`src/rtl/fproc_pkg.sv`:
```
// Shared definitions for the fproc arbiter: FSM encoding and default widths.
package fproc_pkg;

    localparam int N_CORES_DEF    = 4;
    localparam int ID_WIDTH_DEF   = 8;
    localparam int DATA_WIDTH_DEF = 32;

    typedef enum logic [1:0] {
        ST_IDLE      = 2'd0,
        ST_ISSUE     = 2'd1,
        ST_WAIT_RESP = 2'd2
    } state_t;

endpackage

```
`src/rtl/fproc_arbiter_if.sv`:
```
// Request/response bus between the arbiter (master) and the shared fproc unit (slave).
interface fproc_if
    import fproc_pkg::*;
#(
    parameter int ID_WIDTH   = ID_WIDTH_DEF,
    parameter int DATA_WIDTH = DATA_WIDTH_DEF
);

    logic                  req_valid;
    logic [ID_WIDTH-1:0]   req_id;
    logic                  req_ready;
    logic                  resp_valid;
    logic [DATA_WIDTH-1:0] resp_data;

    modport master (
        output req_valid,
        output req_id,
        input  req_ready,
        input  resp_valid,
        input  resp_data
    );

    modport slave (
        input  req_valid,
        input  req_id,
        output req_ready,
        output resp_valid,
        output resp_data
    );

endinterface

```
`src/rtl/rr_priority_select.sv`:
```
// Round-robin pick: first set bit of pending strictly after rr_ptr, wrapping around.
module rr_priority_select #(
    parameter int N_CORES = 4,
    parameter int IDX_W   = 2
) (
    input  logic [N_CORES-1:0] pending,
    input  logic [IDX_W-1:0]   rr_ptr,
    output logic [IDX_W-1:0]   grant_idx,
    output logic               any_valid
);

    always_comb begin
        int               cand;
        logic [IDX_W-1:0] cidx;
        grant_idx = '0;
        any_valid = 1'b0;
        cand      = 0;
        cidx      = '0;
        for (int k = 1; k <= N_CORES; k++) begin
            cand = (int'(rr_ptr) + k) % N_CORES;
            cidx = IDX_W'(cand);
            if (!any_valid && pending[cidx]) begin
                any_valid = 1'b1;
                grant_idx = cidx;
            end
        end
    end

endmodule

```
`src/rtl/fproc_arbiter.sv`:
```
// Shares one fproc lookup port among N_CORES cores: one queued request per core,
// round-robin grant, single outstanding transaction, per-core ready pulse + held data.
module fproc_arbiter
    import fproc_pkg::*;
#(
    parameter int N_CORES    = N_CORES_DEF,
    parameter int ID_WIDTH   = ID_WIDTH_DEF,
    parameter int DATA_WIDTH = DATA_WIDTH_DEF
) (
    input  logic                          clk,
    input  logic                          reset,
    input  logic [N_CORES-1:0]            core_req,
    input  logic [N_CORES*ID_WIDTH-1:0]   core_id,
    output logic [N_CORES-1:0]            core_ready,
    output logic [N_CORES*DATA_WIDTH-1:0] core_data,
    fproc_if.master                       fproc,
    output logic                          err_overrun,
    output logic                          err_spurious
);

    localparam int IDX_W = $clog2(N_CORES);

    state_t               state, state_next;
    logic [N_CORES-1:0]   pending;
    logic [ID_WIDTH-1:0]  ids [N_CORES];
    logic [IDX_W-1:0]     rr_ptr;
    logic [IDX_W-1:0]     grant;
    logic [IDX_W-1:0]     sel_idx;
    logic                 sel_any;
    logic                 start_issue;
    logic                 accepted;
    logic                 complete;
    logic [N_CORES-1:0]   done_oh;
    logic                 req_valid_q;
    logic [ID_WIDTH-1:0]  req_id_q;

    rr_priority_select #(
        .N_CORES (N_CORES),
        .IDX_W   (IDX_W)
    ) u_select (
        .pending   (pending),
        .rr_ptr    (rr_ptr),
        .grant_idx (sel_idx),
        .any_valid (sel_any)
    );

    always_ff @(posedge clk) begin
        if (reset) state <= ST_IDLE;
        else       state <= state_next;
    end

    always_comb begin
        state_next  = state;
        start_issue = 1'b0;
        accepted    = 1'b0;
        complete    = 1'b0;
        done_oh     = '0;
        case (state)
            ST_IDLE: begin
                if (sel_any) begin
                    start_issue = 1'b1;
                    state_next  = ST_ISSUE;
                end
            end
            ST_ISSUE: begin
                if (fproc.req_ready) begin
                    accepted   = 1'b1;
                    state_next = ST_WAIT_RESP;
                end
            end
            ST_WAIT_RESP: begin
                if (fproc.resp_valid) begin
                    complete   = 1'b1;
                    state_next = ST_IDLE;
                end
            end
            default: state_next = ST_IDLE;
        endcase
        if (complete) done_oh[grant] = 1'b1;
    end

    // A request landing on the completion cycle of the same core re-arms it rather than overrunning.
    always_ff @(posedge clk) begin
        if (reset) begin
            pending     <= '0;
            err_overrun <= 1'b0;
            for (int i = 0; i < N_CORES; i++) ids[i] <= '0;
        end else begin
            for (int i = 0; i < N_CORES; i++) begin
                if (core_req[i]) begin
                    if (pending[i] && !done_oh[i]) begin
                        err_overrun <= 1'b1;
                    end else begin
                        pending[i] <= 1'b1;
                        ids[i]     <= core_id[i*ID_WIDTH +: ID_WIDTH];
                    end
                end else if (done_oh[i]) begin
                    pending[i] <= 1'b0;
                end
            end
        end
    end

    always_ff @(posedge clk) begin
        if (reset) begin
            grant        <= '0;
            rr_ptr       <= IDX_W'(N_CORES - 1);
            req_valid_q  <= 1'b0;
            req_id_q     <= '0;
            core_ready   <= '0;
            err_spurious <= 1'b0;
        end else begin
            core_ready <= done_oh;
            if (start_issue) begin
                grant       <= sel_idx;
                req_valid_q <= 1'b1;
                req_id_q    <= ids[sel_idx];
            end
            if (accepted) req_valid_q <= 1'b0;
            if (complete) rr_ptr <= grant;
            if (fproc.resp_valid && state != ST_WAIT_RESP) err_spurious <= 1'b1;
        end
    end

    // Response data is held per core until that core's next completion.
    always_ff @(posedge clk) begin
        if (reset) begin
            core_data <= '0;
        end else begin
            for (int i = 0; i < N_CORES; i++) begin
                if (done_oh[i]) core_data[i*DATA_WIDTH +: DATA_WIDTH] <= fproc.resp_data;
            end
        end
    end

    assign fproc.req_valid = req_valid_q;
    assign fproc.req_id    = req_id_q;

endmodule

```
`src/flat_wrapper.sv`:
```
// flat-port wrapper written by rule: the top's interface ports become plain ports
module fproc_arbiter_flat import fproc_pkg::*;
#(
    parameter int N_CORES    = N_CORES_DEF,
    parameter int ID_WIDTH   = ID_WIDTH_DEF,
    parameter int DATA_WIDTH = DATA_WIDTH_DEF
)
  (clk, reset, core_req, core_id, core_ready, core_data, err_overrun, err_spurious, fproc_req_valid, fproc_req_id, fproc_req_ready, fproc_resp_valid, fproc_resp_data);
  fproc_if #(.ID_WIDTH(ID_WIDTH), .DATA_WIDTH(DATA_WIDTH)) fproc_i ();
  input  logic clk;
  input  logic reset;
  input  logic [N_CORES-1:0] core_req;
  input  logic [N_CORES*ID_WIDTH-1:0] core_id;
  output logic [N_CORES-1:0] core_ready;
  output logic [N_CORES*DATA_WIDTH-1:0] core_data;
  output logic err_overrun;
  output logic err_spurious;
  output wire logic [$bits(fproc_i.req_valid)-1:0] fproc_req_valid;
  output wire logic [$bits(fproc_i.req_id)-1:0] fproc_req_id;
  input wire logic [$bits(fproc_i.req_ready)-1:0] fproc_req_ready;
  input wire logic [$bits(fproc_i.resp_valid)-1:0] fproc_resp_valid;
  input wire logic [$bits(fproc_i.resp_data)-1:0] fproc_resp_data;
  assign fproc_req_valid = fproc_i.req_valid;
  assign fproc_req_id = fproc_i.req_id;
  assign fproc_i.req_ready = fproc_req_ready;
  assign fproc_i.resp_valid = fproc_resp_valid;
  assign fproc_i.resp_data = fproc_resp_data;
  fproc_arbiter #(.N_CORES(N_CORES), .ID_WIDTH(ID_WIDTH), .DATA_WIDTH(DATA_WIDTH)) u_core (.clk(clk), .reset(reset), .core_req(core_req), .core_id(core_id), .core_ready(core_ready), .core_data(core_data), .fproc(fproc_i), .err_overrun(err_overrun), .err_spurious(err_spurious));
endmodule
```
`config.mk`:
```
export PLATFORM = sky130hd
export DESIGN_NAME = fproc_arbiter_flat
export DESIGN_NICKNAME = d
export VERILOG_FILES = /design/src/rtl/fproc_pkg.sv /design/src/rtl/fproc_arbiter_if.sv /design/src/rtl/rr_priority_select.sv /design/src/rtl/fproc_arbiter.sv /design/src/flat_wrapper.sv
export SDC_FILE = /design/constraint.sdc
export NUM_CORES = 1
export LEC_CHECK = 0
export CAP_MARGIN = 20
export CELL_PAD_IN_SITES_DETAIL_PLACEMENT = 1
export CELL_PAD_IN_SITES_GLOBAL_PLACEMENT = 1
export CORE_ASPECT_RATIO = 0.8
export CORE_UTILIZATION = 34
export DETAILED_ROUTE_END_ITERATION = 16
export PLACE_DENSITY = 0.89
export SETUP_SLACK_MARGIN = 0.2
export SLEW_MARGIN = 30
export SYNTH_ARGS = -nofsm -noshare
export SYNTH_HDL_FRONTEND = slang
export SYNTH_SLANG_ARGS = --single-unit
```
`constraint.sdc`:
```
create_clock -name clk -period 2.3 [get_ports clk]
set_input_delay 0.46 -clock clk [delete_from_list [all_inputs] [get_ports clk]]
set_output_delay 0.46 -clock clk [all_outputs]
set_load 0.005 [all_outputs]
```
==> impl_metrics.tcl, run 1 <==
set metrics [dict create \
    final.min_clock_period_ns 2.06 \
    drt-pass1-iter-count 4 \
    rows 46 \
    fin_nets 1066 \
    max-clock-path-buffers 2 \
    dpl.hpwl_um 16300 \
    port_buffers 214 \
    grt_pass1_vias 6575 \
    required_ns 2.60 \
    leakagePower_nw 3.48 \
    root_buffer "clkbuf_16" \
    final_util_pct 50.8 \
    cts_buffers 17 \
    ff2ff_path_depth 5 \
    layout_commonest_cell "nand2_1" \
    clk-insertion-delay-late_ns 0.42 \
    whs_path_depth 2 \
    final_cell_mix "nand2_1 (266), clkdlybuf4s50_1 (213), dfxtp_1 (153)" \
    avgSynthCellArea_um2 8.86 \
    cp.depth 5 \
    min_path_type "reg -> reg" \
    yosys.cell_types.count 48 \
    grt_max_degree 111 \
    path_clk_slew_ns 0.07 \
    antenna_found_initial 0 \
    ioPinCount 215 \
    ys.flop_type "dfxtp_1" \
    timing.fmax_mhz 485 \
    core_um2 19900 \
    setup_viol 0 \
    h-tree-depth 4 \
    wirelength_um 23600 \
    netlist_area_um2 6950 \
    drive_above_1_share_pct 8.15 \
    track_usage_pct 22.4 \
    synthesis.nets 857 \
    irDropWorstVdd_mv 0.413 \
    synthMuxAreaShare_pct 1.76 \
    synth_compound_area_share_pct 14.4 \
    place_congestion 0.804 \
    max_slew.worst_pin.slew_ns 0.539 \
    timing.final.crit_share_pct 89.6 \
    worst_setup_path_start_kind "register" \
    yosysSeqAreaShare_pct 57.9 \
    crit_chain "or3b_4 -> o211a_1 -> a2111oi_0 -> buf_4 -> a211oi_1" \
    ys_ff_latch 185 \
    clock_skew_ns 0.0119 \
    cts_hold_buf 0 \
    die-area_um2 21000 \
    status "finished, final reports clean" \
    cp.arrival_ns 2.36 \
    diodes 0 \
    synthAdderAreaFrac_pct 0 \
    synthXorXnorAreaFrac_pct 0 \
    end_kind "register" \
    hold_viol 0 \
    rsz0062_at_grt "yes" \
    path_class "reg -> reg" \
    slowest_stage "or3b_4" \
    slew_headroom_pct 63.7 \
    areaGrowthSynthToFinish_pct 45.5 \
    worst-path-max-fanout 10 \
    final_cells 1270 \
    synth-simple-area-share_pct 22.4 \
    antenna_left 0 \
    post-cts-setup-buffers 0 \
    synth_top_family_by_area "simple AND/OR/NAND/NOR gates" \
    synthArstFlopShare_pct 0 \
    synth_cells 785 \
    start_util_pct 34.9 \
    post-place-cells 1239 \
    slew_viol_final 0 \
    clkSinkCount 185 \
    drc_errors 0 \
    routed_via_density 4.98 \
    path_buf_inv 1 \
    cap_viol_max_count 0 \
    vias 6330 \
    die_h_um 130 \
    grt_overflow 0 \
    synth_edf_count 32 \
    wl_per_cell_um 18.6 \
    yosys_warnings 0 \
    postCtsResizedCells 2 \
    power_density_nw_per_um2 696 \
    max_stage_delay_ns 0.50 \
    fp.dieW_um 162 \
    grt_pass1_wl_um 35900 \
    first_iter_violations 328 \
    cts_tree "yes" \
    critPathTopFamily "compound AO/OA/AOI/OAI gates" \
]
path summary, 6_finish.rpt:
check / from / endpoint / slack, ns
hold / removal: u_core.core_data[1] / u_core.core_data[1] / 0.45
hold reg to reg: u_core.core_data[1] / u_core.core_data[1] / 0.45
setup / recovery: u_core.pending[1] / u_core.fproc.req_id[3] / 0.24
setup reg to reg: u_core.pending[1] / u_core.fproc.req_id[3] / 0.24
layout make-up:
class	instances	area (um2)
repair buffers	242	2450
clock inverters	10	115
well taps	264	330
fillers	2293	9790
multi-input cells	546	2720
inverters	2	7.51
clock buffers	21	470
flip-flops and latches	185	4020
power by group:
part	switching [W]	internal [W]	total, W
Sequential	0.0000657	0.00339	0.00346
Combinational	0.000312	0.000321	0.000632
Clock	0.00126	0.00169	0.00295
Total	0.00164	0.00540	0.00704
tightest hold or removal path, cell delays in order (launching register included):
cell and delay (ns):
dfxtp_1 0.31, nand2_1 0.05, a21oi_1 0.05
sequential cells by signal, indices dropped and copies added, names as in the netlist:
name,flops
u_core.core_data,128
u_core.err_spurious,1
u_core.grant,2
u_core.state,2
u_core.fproc.req_valid,1
u_core.core_ready,4
u_core.fproc.req_id,8
u_core.pending,4
u_core.ids,32
u_core.rr_ptr,2
u_core.err_overrun,1
per-stage QoR:
| stage | hold slack [ns] | area [um2] | setup slack [ns] | total power (W) | setup TNS, ns |
|---|---|---|---|---|---|
| after global placement | 0.440 | 9520 | -0.113 | 0.00412 | -1.80 |
| after floorplan | 0.453 | 6950 | 0.455 | 0.00378 | 0 |
| after CTS | 0.446 | 10100 | 0.215 | 0.00709 | 0 |
| final | 0.454 | 10100 | 0.240 | 0.00704 | 0 |
| after global routing | 0.471 | 10100 | 0.196 | 0.00730 | 0 |
| after detailed placement | 0.446 | 9520 | -0.200 | 0.00415 | -3.88 |
logic make-up after synthesis:
kind of cell | count (synthesis)
AO/OA/AOI/OAI | 175
multiplexers | 12
AND/OR/NAND/NOR | 359
flip-flops | 185
buffers and inverters | 54
layer usage:
layer,part of all wire (%),track usage [%]
met1,42,26.7
met2,49,39.0
met3,7.3,7.44
met4,1.2,5.72
met5,0,0
cells in the mapped netlist, types with 3 or more instances:
cell type    n  area share [%]
edfxtp_1    32              14
nor2_1      20             1.1
clkbuf_1    36             1.9
nand4_1      3            0.27
a211oi_1     3            0.32
a211o_1      3            0.38
buf_6        4            0.65
a21oi_1    135             9.7
a2111oi_0    3            0.38
nand3_1      3            0.22
nor2b_1      3            0.27
o21ai_0      4            0.29
o221ai_1     3            0.38
o21bai_1     4            0.43
or2_2        3            0.27
buf_2       12            0.86
nand2b_1     7            0.63
a21o_1       3            0.32
and2_1      32             2.9
and4_1       3            0.38
nand3b_1     6            0.65
nor3_1       3            0.22
nand2_1    266              14
mux2i_1     10             1.4
o31ai_1      4            0.43
dfxtp_1    153              44
Note: power is estimated with default switching activity, not from simulation.
==> run 2, diff against run 1 <==
Settings changed: CAP_MARGIN 20 to not set.
==> results of run 2 <==
Final layout, timing and power as in run 1 (identical DEF).
